$ cat src/rtl/pdm_loudness_detector.sv
// PDM mic front end: generates mic_clk, decimates the 1-bit stream into PCM windows,
// sums window deviations into a loudness envelope and drives jump through hysteresis.
module pdm_loudness_detector #(
    parameter int CLK_DIV = 18,
    parameter int WINDOW  = 128,
    parameter int ENV_WIN = 16,
    parameter int TH_ON   = 300,
    parameter int TH_OFF  = 150
) (
    input  logic                       clk_in,
    input  logic                       reset,
    input  logic                       en,
    input  logic                       micdata,
    output logic                       mic_clk,
    output logic                       mic_lr,
    output logic [$clog2(WINDOW):0]    pcm,
    output logic                       pcm_valid,
    output logic [15:0]                level,
    output logic                       level_valid,
    output logic [3:0]                 jump
);

    localparam int W     = $clog2(WINDOW);
    localparam int DIV_W = (CLK_DIV > 1) ? $clog2(CLK_DIV) : 1;
    localparam int EW    = (ENV_WIN > 1) ? $clog2(ENV_WIN) : 1;

    localparam logic [1:0] WARM  = 2'd0;
    localparam logic [1:0] QUIET = 2'd1;
    localparam logic [1:0] LOUD  = 2'd2;

    localparam logic [W:0] HALF = (W+1)'(WINDOW / 2);

    logic [DIV_W-1:0] div_cnt;
    logic             mic_meta;
    logic             mic_s;
    logic             strobe;
    logic [W-1:0]     bit_cnt;
    logic [W-1:0]     ones_cnt;
    logic [W:0]       dev;
    logic [15:0]      env_acc;
    logic [EW-1:0]    win_idx;
    logic [1:0]       state;
    logic [1:0]       state_nxt;
    logic             loud;

    assign mic_lr = 1'b0;
    assign jump   = {3'b000, loud};

    // Free-running divider; en deliberately does not stop the microphone clock.
    always_ff @(posedge clk_in or posedge reset) begin
        if (reset) begin
            div_cnt <= '0;
            mic_clk <= 1'b0;
        end else if (div_cnt == DIV_W'(CLK_DIV - 1)) begin
            div_cnt <= '0;
            mic_clk <= ~mic_clk;
        end else begin
            div_cnt <= div_cnt + DIV_W'(1);
        end
    end

    always_ff @(posedge clk_in or posedge reset) begin
        if (reset) begin
            mic_meta <= 1'b0;
            mic_s    <= 1'b0;
        end else begin
            mic_meta <= micdata;
            mic_s    <= mic_meta;
        end
    end

    // Data is taken on the cycle mic_clk is about to fall.
    assign strobe = (div_cnt == DIV_W'(CLK_DIV - 1)) && mic_clk;

    always_ff @(posedge clk_in or posedge reset) begin
        if (reset) begin
            bit_cnt   <= '0;
            ones_cnt  <= '0;
            pcm       <= '0;
            pcm_valid <= 1'b0;
        end else begin
            pcm_valid <= 1'b0;
            if (!en) begin
                bit_cnt  <= '0;
                ones_cnt <= '0;
            end else if (strobe) begin
                if (bit_cnt == W'(WINDOW - 1)) begin
                    pcm       <= {1'b0, ones_cnt} + (W+1)'(mic_s);
                    pcm_valid <= 1'b1;
                    bit_cnt   <= '0;
                    ones_cnt  <= '0;
                end else begin
                    bit_cnt  <= bit_cnt + W'(1);
                    ones_cnt <= ones_cnt + W'(mic_s);
                end
            end
        end
    end

    assign dev = (pcm >= HALF) ? (pcm - HALF) : (HALF - pcm);

    always_ff @(posedge clk_in or posedge reset) begin
        if (reset) begin
            env_acc     <= '0;
            win_idx     <= '0;
            level       <= '0;
            level_valid <= 1'b0;
        end else begin
            level_valid <= 1'b0;
            if (!en) begin
                env_acc <= '0;
                win_idx <= '0;
            end else if (pcm_valid) begin
                if (win_idx == EW'(ENV_WIN - 1)) begin
                    level       <= env_acc + 16'(dev);
                    level_valid <= 1'b1;
                    env_acc     <= '0;
                    win_idx     <= '0;
                end else begin
                    env_acc <= env_acc + 16'(dev);
                    win_idx <= win_idx + EW'(1);
                end
            end
        end
    end

    always_comb begin
        state_nxt = state;
        case (state)
            WARM:    state_nxt = QUIET;
            QUIET:   if (level >= 16'(TH_ON))  state_nxt = LOUD;
            LOUD:    if (level <  16'(TH_OFF)) state_nxt = QUIET;
            default: state_nxt = WARM;
        endcase
    end

    // The first level after reset or enable only moves WARM to QUIET.
    always_ff @(posedge clk_in or posedge reset) begin
        if (reset) begin
            state <= WARM;
            loud  <= 1'b0;
        end else if (!en) begin
            state <= WARM;
            loud  <= 1'b0;
        end else if (level_valid) begin
            state <= state_nxt;
            loud  <= (state_nxt == LOUD);
        end
    end

endmodule
$ cat config.mk
export PLATFORM = sky130hd
export DESIGN_NAME = pdm_loudness_detector
export DESIGN_NICKNAME = d
export VERILOG_FILES = /design/src/rtl/pdm_loudness_detector.sv
export SDC_FILE = /design/constraint.sdc
export NUM_CORES = 1
export LEC_CHECK = 0
export ABC_AREA = 1
export BUFFER_PORTS_ARGS = -buffer_cell sky130_fd_sc_hd__buf_2
export CORE_UTILIZATION = 64
export CTS_CLUSTER_SIZE = 10
export DETAILED_ROUTE_END_ITERATION = 10
export MAX_ROUTING_LAYER = met4
export PLACE_DENSITY_LB_ADDON = 0.05
export SLEW_MARGIN = 25
export SYNTH_ARGS = -nofsm -noshare
export SYNTH_HDL_FRONTEND = slang
export SYNTH_SLANG_ARGS = --single-unit
$ cat constraint.sdc
create_clock -name clk_in -period 4 [get_ports clk_in]
set_input_delay 0.8 -clock clk_in [delete_from_list [all_inputs] [get_ports clk_in]]
set_output_delay 0.8 -clock clk_in [all_outputs]
set_load 0.01 [all_outputs]
==> results by group, run 1 <==
Status
  – Run status: complete, but fails checks
  – Violated checks: DRC

Logic synthesis
  – Syn. warnings: 0
  – EDFF count, synth: 0
  – Post-synthesis sequential area ratio: 45.6%
  – FFs w/ async S/R, synth: 100%
  – Register bit total from synthesis: 71
  – Syn_area_per_cell: 7.99 um2
  – Post-synth cell types: 34
  – Cell Area, Synth: 3900 um2
  – Top_reg_cell synth: dfrtp_1
  – Cell count after synthesis: 488

GRT
  – GRT Util Overall: 30.1%
  – Initial antenna violation count: 0
  – Largest net degree at the start of global routing: 35
  – First-pass GRT wire length: 14.2 mm
  – Grt ovf: 0
  – Number of global-route vias before repair: 3,160

Die
  – Initial core utilization: 66.3%
  – Die Wd: 80.1 um
  – Die Height: 80.1 um
  – Row count: 28
  – Die Area: 6410 um2
  – I/O pin cnt: 36
  – Core Area: 5890 um2

Routing
  – Post-DR wirelength/cell: 13.6 um
  – Vias: 3,232
  – Drt total wl: 8.21 mm
  – Vias per cell: 5.36
  – First-pass DRT Iterations: 7
  – # DRC: 1
  – Initial drt markers: 202
  – Final ANT Viol Nets: 0

Clock network
  – Post-cts hold buffer count: 0
  – Post-CTS sizing: 0
  – Clk sink count: 71
  – Root Buffer: clkbuf_8
  – Clock Latency Late Sink: 0.35 ns
  – CTS tree: done
  – Num CTS Buffers: 9
  – Clk slew on worst S/H paths: 0.07 ns
  – H-tree depth: 3
  – # Post-CTS Setup Buffers: 0
  – CTS Buffer Depth: 2

Setup path
  – Launch point of the worst reg-to-reg path: pcm[7]$_DFFE_PP0P_
  – R2R setup slack: 1.63 ns
  – Crit-path max FO: 6
  – Crit path required time: 4.24 ns
  – Crit path capture type: flip-flop
  – Worst setup SP type: flip-flop
  – Reg2Reg Depth: 13
  – Crit path kind: reg -> reg
  – RR Endpoint: level[12]$_DFFE_PP0P_
  – Crit path DAT: 2.61 ns

STA
  – Achievable Freq: 423 MHz
  – Crit path time final: 2.37 ns
  – Setup Viol. Count Final: 0
  – Final period utilization: 59.2%
  – Slew Limit Fails: 0
  – Relative max-transition margin: 46.3%
  – RSZ-0062 raised after global routing: false
  – Setup ws final: 1.63 ns
  – Fin Clk Skew: 0.0102 ns
  – Tightest Pin Transition: 0.802 ns
  – Hold_ws: 0.356 ns
  – Setup Total Neg Slack: 0 ns
  – Hold Fails Final Rpt: 0

Min path
  – Hold WC Path Type: reg -> reg
  – HP Start: mic_meta$_DFF_PP0_
  – WHS Endpoint: mic_s$_DFF_PP0_
  – Hold Path Stages: 0

Layout
  – Multi-input logic area: 1810 um2
  – Finished Cell Area: 4270 um2
  – Fillers: 468
  – Area grow syn2layout: 9.53%
  – Layout Utilization: 72.6%
  – Diodes inserted: 0
  – Fraction of layout cells with a size suffix above 1: 11.7%
  – Finished Layout Cells: 603
  – Fin nets: 544
  – FF+latch area: 1780 um2

Run
  – Max-Cap Viols: 0

Placed design
  – GPL Wtd Cong: 0.945
  – Post-place setup slack: 1.68 ns
  – Placement Cell Area: 4080 um2
  – Port bufs: 31
  – Inst Count DP: 587
  – DPL Wire Length: 6.00 mm

Pwr
  – PwrDens: 308 nW/um2
  – Total chip power: 1.32 mW
  – Leak: 2.34 nW
  – Peak supply drop: 0.000275 V
[cells in the mapped netlist (3+ instances only)]
cell type | n | area [um2]
dfrtp_1 | 71 | 1780
or2_2 | 3 | 18.8
nand3b_1 | 4 | 30.0
nand2_1 | 154 | 578
buf_4 | 7 | 52.6
a21oi_1 | 7 | 35.0
nand3_1 | 46 | 230
ha_1 | 16 | 200
a22o_1 | 8 | 70.1
xor2_1 | 16 | 140
inv_1 | 58 | 218
nor2_2 | 3 | 18.8
o22ai_1 | 3 | 18.8
buf_2 | 3 | 15.0
nor2_1 | 39 | 146
o21ai_0 | 22 | 110
xnor2_1 | 5 | 43.8
[registers in the layout (all words and copies together) (netlist names)]
name / count
bit_cnt: 7
div_cnt: 5
env_acc: 16
level: 16
level_valid: 1
loud: 1
mic_clk: 1
mic_meta: 1
mic_s: 1
ones_cnt: 7
pcm: 8
pcm_valid: 1
state: 2
win_idx: 4
[worst max path at each step]
| stage | startpoint | end | depth (start not counted) | slack (ns) |
|---|---|---|---|---|
| after floorplan | reset | bit_cnt[0]$_DFFE_PP0P_ | 1 | 1.40 |
| after global placement | pcm[0]$_DFFE_PP0P_ | level[15]$_DFFE_PP0P_ | 12 | 1.73 |
| after detailed placement | pcm[0]$_DFFE_PP0P_ | env_acc[15]$_DFFE_PP0P_ | 12 | 1.68 |
| after CTS | pcm[0]$_DFFE_PP0P_ | env_acc[15]$_DFFE_PP0P_ | 12 | 1.67 |
| after global routing | pcm[7]$_DFFE_PP0P_ | level[7]$_DFFE_PP0P_ | 11 | 1.41 |
| final | pcm[7]$_DFFE_PP0P_ | level[12]$_DFFE_PP0P_ | 13 | 1.63 |
[power breakdown]
group          internal [mW]  switching (mW)  total, mW
clock network          0.305           0.261      0.566
registers              0.719         0.00128      0.721
logic                0.00423          0.0247     0.0289
[cells in the final DEF, fill, tap and decap left out]
cell	instances
nand2_1	154
dfrtp_1	71
inv_1	57
nand3_1	46
nor2_1	39
buf_2	31
o21ai_0	22
xor2_1	16
ha_1	16
clkbuf_8	10
a22o_1	8
a21oi_1	7
xnor2_1	5
nand3b_1	4
conb_1	4
nor2_2	3
o22ai_1	3
or2_2	3
clkbuf_1	3
buf_4	3
nand4_1	2
nor3_1	2
nand2_2	2
nand3_2	2
clkinv_2	2
a21o_1	2
o31ai_1	2
nand3_4	1
nor2b_2	1
o21ai_2	1
a21boi_0	1
and3_1	1
inv_2	1
fa_1	1
clkinvlp_4	1
bufinv_16	1
[area by class of cell]
cell class,instances,area share [%]
clock buffer,13,3.49
clock inverter,3,0.996
inverter,59,5.21
multi-input combinational,348,42.4
sequential,71,41.6
tap,75,2.20
timing repair buffer,34,4.16
[worst max-delay path: stages (launching register included)]
cell and delay [ns]:
dfrtp_1 0.43, nor2_1 0.30, nand2_1 0.08, o21ai_0 0.13
inv_1 0.09, fa_1 0.41, inv_1 0.10, nand3_1 0.07
nand3_1 0.11, nand2_1 0.09, nand2_1 0.14, nand3_1 0.14
nand3_1 0.14, nand2_1 0.05
[layer usage]
layer | vias to the layer above | wire, um | GRT usage (%)
li1 | 1612 | - | -
met1 | 1510 | 4030 | 42.4
met2 | 97 | 3570 | 44.9
met3 | 13 | 458 | 4.77
met4 | 0 | 140 | 10.2
met5 | - | 0 | -
[logic make-up (layout without fill, tap and decap cells)]
kind of cell    Yosys count  after routing  synth area share, %
compound gates           46             46                 7.19
xor+xnor                 21             21                 4.72
fa+ha+maj                17             17                 5.65
buf+inv                  72            109                 8.34
flops                    71             71                 45.6
other cells               1              4               0.0962
simple gates            260            260                 28.5
No activity file was read; power rests on OpenSTA's default activity.
==> run 2, diff against run 1 <==
Settings changed: CORE_UTILIZATION 64 to 59.
Clock period 4 ns to 2.3 ns, I/O delays scaled along.
==> results by group, run 2 (same netlist as run 1, synthesis figures left out) <==
Status
  – Run status: complete, no violations

Routing
  – Vias per cell: 5.29 (-1.4%)
  – Vias: 3,257 (+0.77%)
  – Post-DR wirelength/cell: 13.8 um (+1.2%)
  – Final ANT Viol Nets: 0 (unchanged)
  – # DRC: 0 (-1)
  – Drt total wl: 8.49 mm (+3.4%)
  – Initial drt markers: 177 (-12%)
  – First-pass DRT Iterations: 4 (-3)

Setup path
  – Crit path required time: 2.54 ns (-1.70 ns)
  – R2R setup slack: 0.05 ns (-1.59 ns)
  – Worst setup SP type: flip-flop
  – Crit-path max FO: 4 (-2)
  – Critical path's largest stage delay: 0.39 ns (-0.04 ns)
  – Crit path DAT: 2.49 ns (-0.12 ns)
  – RR Endpoint: env_acc[11]$_DFFE_PP0P_
  – Crit path capture type: flip-flop
  – Critical path's slowest cell: dfrtp_1
  – Launch point of the worst reg-to-reg path: pcm[0]$_DFFE_PP0P_
  – Crit path kind: reg -> reg
  – Crit path cell chain: inv_2, nand3_4, o31ai_4, xnor2_1, ha_1, nand2_2, nor2_1, nand3_1, nand2_2, nand2_2, nand2_2, nand2_2, nand3_1, nand2_1
  – Reg2Reg Depth: 14 (+1)
  – Crit path top cell by count: nand2_2

STA
  – Final period utilization: 98.0% (+39 points)
  – Relative max-transition margin: 62.6% (+16 points)
  – Setup ws final: 0.0471 ns (-1.59 ns)
  – Setup Viol. Count Final: 0 (unchanged)
  – Fin Clk Skew: 0.0113 ns (+0.00114 ns)
  – Slew Limit Fails: 0 (unchanged)
  – RSZ-0062 raised after global routing: true
  – Setup Total Neg Slack: 0 ns (unchanged)
  – Hold Fails Final Rpt: 0 (unchanged)
  – Tightest Pin Transition: 0.560 ns (-0.242 ns)
  – Crit path time final: 2.25 ns (-0.113 ns)
  – Hold_ws: 0.170 ns (-0.186 ns)
  – Achievable Freq: 444 MHz (+5.0%)

Layout
  – Finished Cell Area: 4550 um2 (+6.6%)
  – Most frequent cells in the layout: 133 x nand2_1, 71 x dfrtp_1, 53 x inv_1
  – Diodes inserted: 0 (unchanged)
  – Area grow syn2layout: 16.7%
  – Layout Utilization: 71.7% (-0.89 points)
  – Fin nets: 556 (+2.2%)
  – Fraction of layout cells with a size suffix above 1: 23.2% (+11 points)
  – Largest regs: env_acc x16, level x16, pcm x8
  – Most common cell after layout, fill and taps aside: nand2_1

Die
  – Die Area: 6940 um2 (+8.3%)
  – Die Height: 83.3 um (+4.0%)
  – Initial core utilization: 61.4% (-4.8 points)
  – Core Area: 6350 um2 (+7.9%)
  – Die Wd: 83.3 um (+4.0%)
  – Row count: 29 (+3.6%)
  – I/O pin cnt: 36 (unchanged)

Pwr
  – Pint: 1.70 mW (+66%)
  – Switch share: 22.9% (+1.1 points)
  – Leak: 2.42 nW (+3.7%)
  – Sequential Power Share: 56.7% (+1.9 points)
  – Clock Power Share: 40.9% (-2.1 points)
  – Peak supply drop: 0.000471 V (+71%)
  – PwrDens: 485 nW/um2 (+58%)
  – Comb power frac: 2.4% (+0.2 points)
  – Sw Pwr: 0.506 mW (+76%)

Clock network
  – CTS Buffer Depth: 2 (unchanged)
  – Num CTS Buffers: 9 (unchanged)
  – Post-cts hold buffer count: 0 (unchanged)
  – Clk slew on worst S/H paths: 0.07 ns (about the same)
  – Clk sink count: 71 (unchanged)
  – H-tree depth: 3 (unchanged)
  – Root Buffer: clkbuf_8
  – Clock Latency Late Sink: 0.36 ns (about the same)
  – CTS tree: done

GRT
  – GRT Util Overall: 27.0% (-3.1 points)
  – Grt ovf: 0 (unchanged)
  – Initial antenna violation count: 0 (unchanged)
  – First-pass GRT wire length: 14.3 mm (+0.49%)
  – Number of global-route vias before repair: 3,024 (-4.3%)
  – Largest net degree at the start of global routing: 45 (+29%)

Placed design
  – DPL Wire Length: 5.95 mm (-0.94%)
  – Post-place setup slack: -0.0175 ns (-1.70 ns)
  – GPL Wtd Cong: 0.897 (-5.1%)
  – Placement Cell Area: 4150 um2 (+1.7%)
  – Port bufs: 31 (unchanged)

Min path
  – Hold WC Path Type: in -> async

Run
  – Max-Cap Viols: 0 (unchanged)
-- run 2: cell types whose count changed in the layout (fill, tap and decap cells not counted), moves of 8 or more --
cell / change
nand3_2: +8
nand3_1: -10
buf_4: +12
nand2_2: +21
nand2_1: -21
-- run 2: cell type report --
type,instances,area [um2]
multi-input combinational,348,2010
timing repair buffer,46,268
fill,500,1800
clock buffer,12,155
tap,77,96.3
clock inverter,3,18.8
inverter,59,223
sequential,71,1780
-- run 2: repair_timing --
action | CTS | global route
resized for setup | 4 | 57
pin swaps | 0 | 13
buffers inserted | 0 | 3
endpoints found under the setup margin | 2 | 24
hold endpoints to repair | 0 | 0
-- run 2: worst max path at each step --
stage	start	end
after floorplan	reset	bit_cnt[0]$_DFFE_PP0P_
after global placement	pcm[1]$_DFFE_PP0P_	env_acc[6]$_DFFE_PP0P_
after detailed placement	pcm[0]$_DFFE_PP0P_	env_acc[6]$_DFFE_PP0P_
after CTS	pcm[0]$_DFFE_PP0P_	env_acc[6]$_DFFE_PP0P_
after global routing	pcm[7]$_DFFE_PP0P_	env_acc[11]$_DFFE_PP0P_
final	pcm[0]$_DFFE_PP0P_	env_acc[11]$_DFFE_PP0P_
-- run 2: power groups by stage --
stage | combinational [mW] | sequential (mW) | clock [mW]
floorplan | 0.0379 | 1.28 | 0
global placement | 0.0535 | 1.28 | 0
detailed placement | 0.0536 | 1.28 | 0
CTS | 0.0538 | 1.25 | 0.929
global route | 0.0606 | 1.25 | 0.973
finish | 0.0523 | 1.25 | 0.903
-- run 2: critical path, delay by kind of cell (launching register included) --
family          cells  cell delay, ns
xor+xnor            1            0.10
compound gates      1            0.25
fa+ha+maj           1            0.38
flops               1            0.39
simple gates       10            0.90
buf+inv             1            0.10
-- run 2: routing by layer --
| metal | up-vias | global-route usage (%) | part of all wire, % |
|---|---|---|---|
| met3 | 10 | 4.87 | 5.9 |
| met5 | - | - | 0 |
| li1 | 1635 | - | - |
| met1 | 1521 | 39.3 | 49 |
| met4 | 0 | 9.87 | 1.3 |
| met2 | 91 | 38.1 | 44 |
-- run 2: stage by stage --
| step | cells | total power, mW |
|---|---|---|
| 2_1_floorplan | 491 | 1.32 |
| 3_3_place_gp | 598 | 1.33 |
| 3_5_place_dp | 598 | 1.33 |
| 4_1_cts | 613 | 2.24 |
| 5_1_grt | 616 | 2.29 |
| 6_report | 616 | 2.21 |
